`src/rtl/ahb_ram_arb_pkg.sv`:
```
// Shared types for the two-master AHB RAM arbiter.
package ahb_ram_arb_pkg;

  typedef enum logic {IDLE, WAIT} arb_state_t;

  typedef logic mst_idx_t;

  localparam mst_idx_t M0 = 1'b0;
  localparam mst_idx_t M1 = 1'b1;

endpackage

```
`src/rtl/ahb_ram_arbiter_rr_arbiter2.sv`:
```
// Two-requester round-robin pick, purely combinational; on contention the
// requester that was not granted last wins.
module rr_arbiter2
  import ahb_ram_arb_pkg::*;
(
  input  logic [1:0] req,
  input  mst_idx_t   last_grant,
  output mst_idx_t   grant,
  output logic       any_req
);

  always_comb begin
    grant = M0;
    if (req == 2'b11) begin
      grant = ~last_grant;
    end else if (req[1]) begin
      grant = M1;
    end
  end

  assign any_req = |req;

endmodule

```
`src/rtl/ahb_ram_arbiter.sv`:
```
// Arbitrates M0/M1 onto a single-port RAM; 1+WAIT_STATES cycles per access,
// requesters that are not being served are stalled through their own HREADY.
module ahb_ram_arbiter
  import ahb_ram_arb_pkg::*;
#(
  parameter int          AW          = 15,
  parameter int          DW          = 32,
  parameter int unsigned WAIT_STATES = 0
) (
  input  logic          HCLK,
  input  logic          HRESET,
  input  logic          HSEL0,
  input  logic [AW-1:0] HADDR0,
  input  logic          HWRITE0,
  input  logic [DW-1:0] HWDATA0,
  output logic          HREADY0,
  output logic [DW-1:0] HRDATA0,
  input  logic          HSEL1,
  input  logic [AW-1:0] HADDR1,
  input  logic          HWRITE1,
  input  logic [DW-1:0] HWDATA1,
  output logic          HREADY1,
  output logic [DW-1:0] HRDATA1,
  output logic          RAM_HSEL,
  output logic [AW-1:0] RAM_HADDR,
  output logic          RAM_HWRITE,
  output logic [DW-1:0] RAM_HWDATA,
  input  logic [DW-1:0] RAM_HRDATA
);

  if (WAIT_STATES > 7) begin : g_ws_check
    $error("ahb_ram_arbiter: WAIT_STATES must be in 0..7");
  end

  localparam logic [2:0] WCNT_INIT = (WAIT_STATES > 0) ? 3'(WAIT_STATES - 1) : 3'd0;

  arb_state_t state_q, state_d;
  mst_idx_t   owner_q, owner_d;
  mst_idx_t   last_grant_q, last_grant_d;
  logic [2:0] wcnt_q, wcnt_d;

  logic [1:0] req;
  mst_idx_t   grant;
  logic       any_req;
  mst_idx_t   sel;
  logic [1:0] hready;

  assign req = {HSEL1, HSEL0};

  rr_arbiter2 u_rr (
    .req        (req),
    .last_grant (last_grant_q),
    .grant      (grant),
    .any_req    (any_req)
  );

  always_comb begin
    state_d      = state_q;
    owner_d      = owner_q;
    last_grant_d = last_grant_q;
    wcnt_d       = wcnt_q;
    sel          = grant;
    RAM_HSEL     = 1'b0;
    RAM_HWRITE   = 1'b0;
    hready       = 2'b11;

    unique case (state_q)
      IDLE: begin
        if (any_req) begin
          sel      = grant;
          RAM_HSEL = 1'b1;
          // every requester stalls unless it completes this cycle
          hready   = ~req;
          if (WAIT_STATES == 0) begin
            hready[grant] = 1'b1;
            RAM_HWRITE    = (grant == M1) ? HWRITE1 : HWRITE0;
            last_grant_d  = grant;
          end else begin
            owner_d = grant;
            wcnt_d  = WCNT_INIT;
            state_d = WAIT;
          end
        end
      end
      WAIT: begin
        sel             = owner_q;
        RAM_HSEL        = 1'b1;
        hready          = ~req;
        hready[owner_q] = 1'b0;
        if (wcnt_q == 3'd0) begin
          hready[owner_q] = 1'b1;
          RAM_HWRITE      = (owner_q == M1) ? HWRITE1 : HWRITE0;
          last_grant_d    = owner_q;
          state_d         = IDLE;
        end else begin
          wcnt_d = wcnt_q - 3'd1;
        end
      end
      default: state_d = IDLE;
    endcase

    // reset wins over everything: bus parked, nobody stalled, no write
    if (HRESET) begin
      RAM_HSEL   = 1'b0;
      RAM_HWRITE = 1'b0;
      hready     = 2'b11;
    end
  end

  always_ff @(posedge HCLK) begin
    if (HRESET) begin
      state_q      <= IDLE;
      owner_q      <= M0;
      last_grant_q <= M1;
      wcnt_q       <= 3'd0;
    end else begin
      state_q      <= state_d;
      owner_q      <= owner_d;
      last_grant_q <= last_grant_d;
      wcnt_q       <= wcnt_d;
    end
  end

  assign RAM_HADDR  = (sel == M1) ? HADDR1 : HADDR0;
  assign RAM_HWDATA = (sel == M1) ? HWDATA1 : HWDATA0;
  assign HREADY0    = hready[0];
  assign HREADY1    = hready[1];
  assign HRDATA0    = (RAM_HSEL && sel == M0) ? RAM_HRDATA : '0;
  assign HRDATA1    = (RAM_HSEL && sel == M1) ? RAM_HRDATA : '0;

endmodule
```
`config.mk`:
```
export PLATFORM = sky130hd
export DESIGN_NAME = ahb_ram_arbiter
export DESIGN_NICKNAME = d
export VERILOG_FILES = /design/src/rtl/ahb_ram_arb_pkg.sv /design/src/rtl/ahb_ram_arbiter_rr_arbiter2.sv /design/src/rtl/ahb_ram_arbiter.sv
export SDC_FILE = /design/constraint.sdc
export NUM_CORES = 1
export LEC_CHECK = 0
export ABC_AREA = 1
export CAP_MARGIN = 20
export CORE_AREA = 2 2 96 98
export DETAILED_ROUTE_END_ITERATION = 10
export DIE_AREA = 0 0 98 100
export GPL_ROUTABILITY_DRIVEN = 0
export PLACE_DENSITY = 0.62
export SLEW_MARGIN = 20
export SYNTH_ARGS = -nofsm -noshare
export SYNTH_HDL_FRONTEND = slang
export SYNTH_SLANG_ARGS = --single-unit
```
`constraint.sdc`:
```
create_clock -name HCLK -period 3.81 [get_ports HCLK]
set_input_delay 0.762 -clock HCLK [delete_from_list [all_inputs] [get_ports HCLK]]
set_output_delay 0.762 -clock HCLK [all_outputs]
set_load 0.005 [all_outputs]
```
==> summary.md, run 1 <==
| Metric | Value |
|---|---|
| Status | completed |
| Setup TNS | 0 ns |
| Yosys reg bits | 5 |
| Syn. warnings | 0 |
| Critical path depth | 8 |
| Pin count of the biggest net entering global routing | 49 |
| Commonest cells after routing, fill and taps aside | 246 x clkdlybuf4s50_1, 151 x nand2_1, 65 x nor2_1, 39 x inv_1, 8 x nand3_1 |
| LEAKAGE | 0.00186 uW |
| Die X | 98 um |
| Clock-pin slew on the worst setup and hold paths | 0.03 ns |
| RSZ-0062 raised after global routing | no |
| Ant diodes | 0 |
| DP Cell Count | 647 |
| Met2 Usage GRT | 23.4% |
| Final hold vios | 0 |
| Wire length of the first global-routing pass | 10800 um |
| Area grow syn2layout | 185% |
| Power Total | 573 uW |
| R2r startpoint | wcnt_q[0] |
| Antenna-violating nets left | 0 |
| Crit end category | output port |
| Crit-path cells | clkdlybuf4s50_1 > nand2_1 > nand3_2 > inv_2 > nand2_2 > buf_4 > nor2_1 > clkdlybuf4s50_1 |
| Crit path buffers/inverters | 4 |
| Detailed-placement wirelength estimate | 6100 um |
| Number of global-route vias before repair | 2254 |
| Reg2reg end | wcnt_q[0] |
| Max Slew Vio Count | 0 |
| Number of distinct library cells after synthesis | 16 |
| Reg2reg setup slack | 2.50 ns |
| I/O Buffers | 246 |
| Most common cell after layout, fill and taps aside | clkdlybuf4s50_1 |
| Critical Path AT | 2.61 ns |
| Slowest stage delay, CP | 0.51 ns |
| Register area share after synthesis | 7.27% |
| Post-CTS Setup Bufs | 0 |
| Overall global routing resource usage | 13.1% |
| Met1 GRT Util | 15.8% |
| Synth Cell Area | 1380 um2 |
| CTS root buf | clkbuf_8 |
| Core area | 8890 um2 |
| HP Start | wcnt_q[2] |
| Pwr Density | 146 nW/um2 |
| Clock period minus worst slack | 3.37 ns |
| Ports | 247 |
| Period utilization | 88.5% |
| FP Rows | 35 |
| CTS H-tree depth | 1 |
| Cts repair resizes | 0 |
| Initial Util | 15.5% |
| Peak supply drop | 0.000188 V |
| Die Ht | 100 um |
| Net count of the mapped netlist | 436 |
| Die area | 9800 um2 |
| CP max FO | 32 |
| Critical Path Source | HSEL0 |
| Ratio of cells with drive above 1 in the final layout | 3.15% |
| Drt wl/cell | 11.0 um |
| Drt pass-1 iters | 4 |
| Setup violation total in the final timing report | 0 |
| Grt peak-use layer | met2 |
| DR vias/cell | 3.86 |
| Slew margin rel. | 77.1% |
| GRT met3 Usage | 3.83% |
| Setup CP Type | in -> out |
| Slowest-stage cell, CP | clkdlybuf4s50_1 |
| Most used cell, CP | clkdlybuf4s50_1 |
| Total congestion overflow | 0 |
| Hold-fix buffers, CTS | 0 |
| Hold Crit Class | reg -> reg |
| CTS sink cnt | 5 |
| Syn_area_per_cell | 4.56 um2 |
| Synth Instances | 302 |
| Total wire length | 7180 um |
| FILL cells | 915 |
| DR iter-0 viols | 80 |
| CTS max path bufs | 2 |
| Critical Path Start Type | input port |
| # Max-Cap Violations | 0 |
| CP required | 3.05 ns |
| End of the critical path | HRDATA1[20] |
| Cell family with most CP delay | buffers and inverters |
| Total number of vias | 2513 |
| Clk_skew | 0.00140 ns |
| CTS Buf Count | 3 |
| Initial antenna violation count | 0 |
| Residual DRC | 0 |
| Clk_lat worst skew | 0.22 ns |
| Worst slew pin tran | 0.343 ns |
| Worst-case reg-to-reg path depth | 7 |
| Fin nets | 675 |
| CTS tree | done |
| Fin cells | 651 |
| Fmax | 0.296 GHz |
[state kept, by name, indices dropped and copies added, names as in the netlist]
name          flops
last_grant_q      1
state_q           1
wcnt_q            3
[where the power goes]
part / switching (uW) / internal [uW] / total, uW
Combinational: 143 / 278 / 421
Sequential: 0.404 / 53.5 / 53.9
Clock: 25.7 / 71.8 / 97.5
Total: 170 / 403 / 573
[cells by family (layout without fill, tap and decap cells)]
family,after synthesis,in the layout,share of synthesized area [%]
buffers and inverters,57,295,22.3
AND/OR/NAND/NOR,231,231,65.2
AO/OA/AOI/OAI,7,7,3.36
flip-flops,5,5,7.27
adder cells (fa/ha/maj),2,2,1.82
[worst min-delay path by stage]
stage                     end  depth (start not counted)  slack [ns]
floorplan           wcnt_q[1]                          2        0.43
global placement    wcnt_q[1]                          2        0.44
detailed placement  wcnt_q[2]                          2        0.45
CTS                 wcnt_q[2]                          2        0.46
global route        wcnt_q[1]                          2        0.48
finish              wcnt_q[2]                          2        0.45
[cell usage after synthesis (all sizes together)]
| library cell | instances | area share, % |
|---|---|---|
| nand2 | 153 | 42 |
| nor2 | 69 | 20 |
| inv | 41 | 11 |
| buf | 16 | 11 |
| nand3 | 9 | 3.6 |
| a21oi | 5 | 2.6 |
| dfxtp | 5 | 7.3 |
| ha | 2 | 1.8 |
| o21ai | 2 | 0.73 |
[through the flow]
stage	worst slack (ns)	area (um2)	hold WS (ns)	utilization (%)
CTS	0.443	3930	0.458	44.2
global route	0.307	3930	0.482	44.2
floorplan	1.61	1380	0.430	-
finish	0.437	3930	0.451	44.2
global placement	0.455	3880	0.443	43.6
detailed placement	0.443	3880	0.452	43.6
[final cells by class]
cell class                 instances  area (um2)  area share (%)
sequential                         5         100            2.55
multi-input combinational        240         970            24.7
clock buffer                       4        45.0            1.15
inverter                          41         154            3.92
timing repair buffer             250        2520            64.1
tap                              111         139            3.54
[worst min-delay path, stage by stage, from the launching register on]
cell and delay (ns):
dfxtp_1 0.29, inv_1 0.06, a21oi_1 0.06
[per-layer routing]
metal  share of wire, %  up-vias  wire, um
li1                   -     1342         -
met1                 38     1024      2740
met2                 50      141      3620
met3                 11        6       772
met4               0.67        0        48
met5                  0        -         0
Note: power is estimated with default switching activity, not from simulation.
==> run 2: changes to the inputs <==
--- a/config.mk
+++ b/config.mk
@@ -11,7 +11,7 @@
 export DETAILED_ROUTE_END_ITERATION = 10
 export DIE_AREA = 0 0 98 100
 export GPL_ROUTABILITY_DRIVEN = 0
-export PLACE_DENSITY = 0.62
+export PLACE_DENSITY_LB_ADDON = 0.25
 export SLEW_MARGIN = 20
 export SYNTH_ARGS = -nofsm -noshare
 export SYNTH_HDL_FRONTEND = slang
==> run 2 against run 1 <==
Effect of this change: via count up 1.7%; sequential share of layout area about the same; final cell count down 0.15%.
==> summary.md, run 2 (synthesis results as in run 1) <==
| Metric | Value |
|---|---|
| Top reg by flops | wcnt_q (unchanged) |
| Drt pass-1 iters | 4 (unchanged) |
| Slowest-stage cell, CP | clkdlybuf4s50_1 (unchanged) |
| Status | completed (unchanged) |
| Die area | 9800 um2 (unchanged) |
| Max reg flops | 3 (unchanged) |
| Ratio of cells with drive above 1 in the final layout | 2.97% (was 3.15%) |
| # Max-Cap Violations | 0 (unchanged) |
| FP Rows | 35 (unchanged) |
| Setup CP Type | in -> out (unchanged) |
| Ant diodes | 0 (unchanged) |
| I/O Buffers | 246 (unchanged) |
| Worst-case reg-to-reg path depth | 4 (was 7) |
| LEAKAGE | 0.00185 uW (was 0.00186 uW) |
| Sw Share | 29.7% (was 29.6%) |
| Reg2reg setup slack | 2.44 ns (was 2.50 ns) |
| RSZ-0062 raised after global routing | no (unchanged) |
| Critical Path Source | HSEL0 (unchanged) |
| Core area | 8890 um2 (unchanged) |
| Final hold vios | 0 (unchanged) |
| Residual DRC | 0 (unchanged) |
| Psw | 170 uW (about the same) |
| Drt wl/cell | 11.2 um (was 11.0 um) |
| Crit-path cells | clkdlybuf4s50_1 > nand2_1 > nand3_2 > buf_4 > nand2_1 > nand2_1 > clkdlybuf4s50_1 (was clkdlybuf4s50_1 > nand2_1 > nand3_2 > inv_2 > nand2_2 > buf_4 > nor2_1 > clkdlybuf4s50_1) |
| Clock-pin slew on the worst setup and hold paths | 0.03 ns (about the same) |
| Clk pwr share | 17.0% (about the same) |
| R2r startpoint | state_q (was wcnt_q[0]) |
| Detailed-placement wirelength estimate | 6100 um (about the same) |
| Reg2reg end | last_grant_q (was wcnt_q[0]) |
| Wire length of the first global-routing pass | 11000 um (was 10800 um) |
| End of the critical path | RAM_HWDATA[6] (was HRDATA1[20]) |
| Die Ht | 100 um (unchanged) |
| Clk_lat worst skew | 0.22 ns (about the same) |
| Fin nets | 674 (was 675) |
| Logic pwr share | 73.5% (was 73.6%) |
| Max Slew Vio Count | 0 (unchanged) |
| Overall global routing resource usage | 13.1% (about the same) |
| Slowest stage delay, CP | 0.53 ns (was 0.51 ns) |
| Total congestion overflow | 0 (unchanged) |
| Commonest cells after routing, fill and taps aside | 246 x clkdlybuf4s50_1, 151 x nand2_1, 65 x nor2_1, 39 x inv_1, 8 x nand3_1 (unchanged) |
| Hold-fix buffers, CTS | 0 (unchanged) |
| Number of global-route vias before repair | 2269 (was 2254) |
| Antenna-violating nets left | 0 (unchanged) |
| DR iter-0 viols | 71 (was 80) |
| Most common cell after layout, fill and taps aside | clkdlybuf4s50_1 (unchanged) |
| Hold Crit Class | reg -> reg (unchanged) |
| Cts repair resizes | 0 (unchanged) |
| Pint | 401 uW (was 403 uW) |
| Setup violation total in the final timing report | 0 (unchanged) |
| CTS Buf Count | 3 (unchanged) |
| Crit end category | output port (unchanged) |
| Die X | 98 um (unchanged) |
| Clock period minus worst slack | 3.53 ns (was 3.37 ns) |
| Critical Path AT | 2.77 ns (was 2.61 ns) |
| Reg power frac | 9.4% (about the same) |
| Initial antenna violation count | 0 (unchanged) |
| Total wire length | 7260 um (was 7180 um) |
| Pin count of the biggest net entering global routing | 49 (unchanged) |
| Total number of vias | 2556 (was 2513) |
| Area grow syn2layout | 183% (was 185%) |
| Final instance area | 3910 um2 (was 3930 um2) |
| Hold path cells | 2 (unchanged) |
| Period utilization | 92.7% (was 88.5%) |
| Slew margin rel. | 60.6% (was 77.1%) |
| Ports | 247 (unchanged) |
| CTS sink cnt | 5 (unchanged) |
| CP required | 3.05 ns (about the same) |
| Initial Util | 15.5% (unchanged) |
| Worst slew pin tran | 0.589 ns (was 0.343 ns) |
| Fmax | 0.283 GHz (was 0.296 GHz) |
| Biggest regs | wcnt_q: 3 flops, last_grant_q: 1 flops, state_q: 1 flops (unchanged) |
| CTS max path bufs | 2 (unchanged) |
| CTS H-tree depth | 1 (unchanged) |
| Post-CTS Setup Bufs | 0 (unchanged) |
| Area after DPL | 3860 um2 (was 3880 um2) |
| DR vias/cell | 3.93 (was 3.86) |
| CTS tree | done (unchanged) |
| Clk_skew | 0.00192 ns (was 0.00140 ns) |
| Pwr Density | 146 nW/um2 (about the same) |
| Critical Path Start Type | input port (unchanged) |
| Peak supply drop | 0.000134 V (was 0.000188 V) |
| CTS root buf | clkbuf_8 (unchanged) |
| Most used cell, CP | nand2_1 (was clkdlybuf4s50_1) |
| Setup TNS | 0 ns (unchanged) |
| CP max FO | 48 (was 32) |
-- run 2: cell types whose count changed in the layout (fill, tap and decap cells not counted) --
| cell | delta |
|---|---|
| buf_12 | -1 |
-- run 2: stage by stage --
stage,setup WS (ns),util (%),hold slack [ns],power (uW),std cells
floorplan,1.61,-,0.430,184,302
global placement,0.337,43.4,0.442,473,646
detailed placement,0.291,43.4,0.457,477,646
CTS,0.287,43.9,0.463,578,650
global route,0.0973,43.9,0.492,613,650
finish,0.280,43.9,0.461,571,650
-- run 2: power by group through the flow --
stage	registers, uW	clock network [uW]	logic (uW)
global route	54.0	104	456
global placement	54.7	0	419
detailed placement	54.6	0	422
floorplan	54.6	0	130
CTS	53.9	99.9	424
finish	53.9	97.1	420
-- run 2: worst max-delay path: cells and delay by family --
family,cells,cell delay (ns)
buffers and inverters,3,1.46
and+or+nand+nor,4,0.51
-- run 2: worst min path at each step --
stage / start / end
after floorplan: wcnt_q[1] / wcnt_q[1]
after global placement: wcnt_q[1] / wcnt_q[1]
after detailed placement: wcnt_q[2] / wcnt_q[2]
after CTS: wcnt_q[2] / wcnt_q[2]
after global routing: wcnt_q[2] / wcnt_q[2]
final: wcnt_q[2] / wcnt_q[2]
-- run 2: routing by layer --
metal	routed length, um	share of wire (%)	track usage [%]
met1	2960	41	16.4
met5	0	0	0
met2	3780	52	24.7
met4	0	0	1.28
met3	526	7.2	2.09
-- run 2: layout make-up --
| cell class | count | area, um2 |
|---|---|---|
| tap | 111 | 139 |
| multi-input combinational | 240 | 970 |
| sequential | 5 | 100 |
| fill | 927 | 4980 |
| inverter | 41 | 154 |
| timing repair buffer | 249 | 2500 |
| clock buffer | 4 | 45.0 |
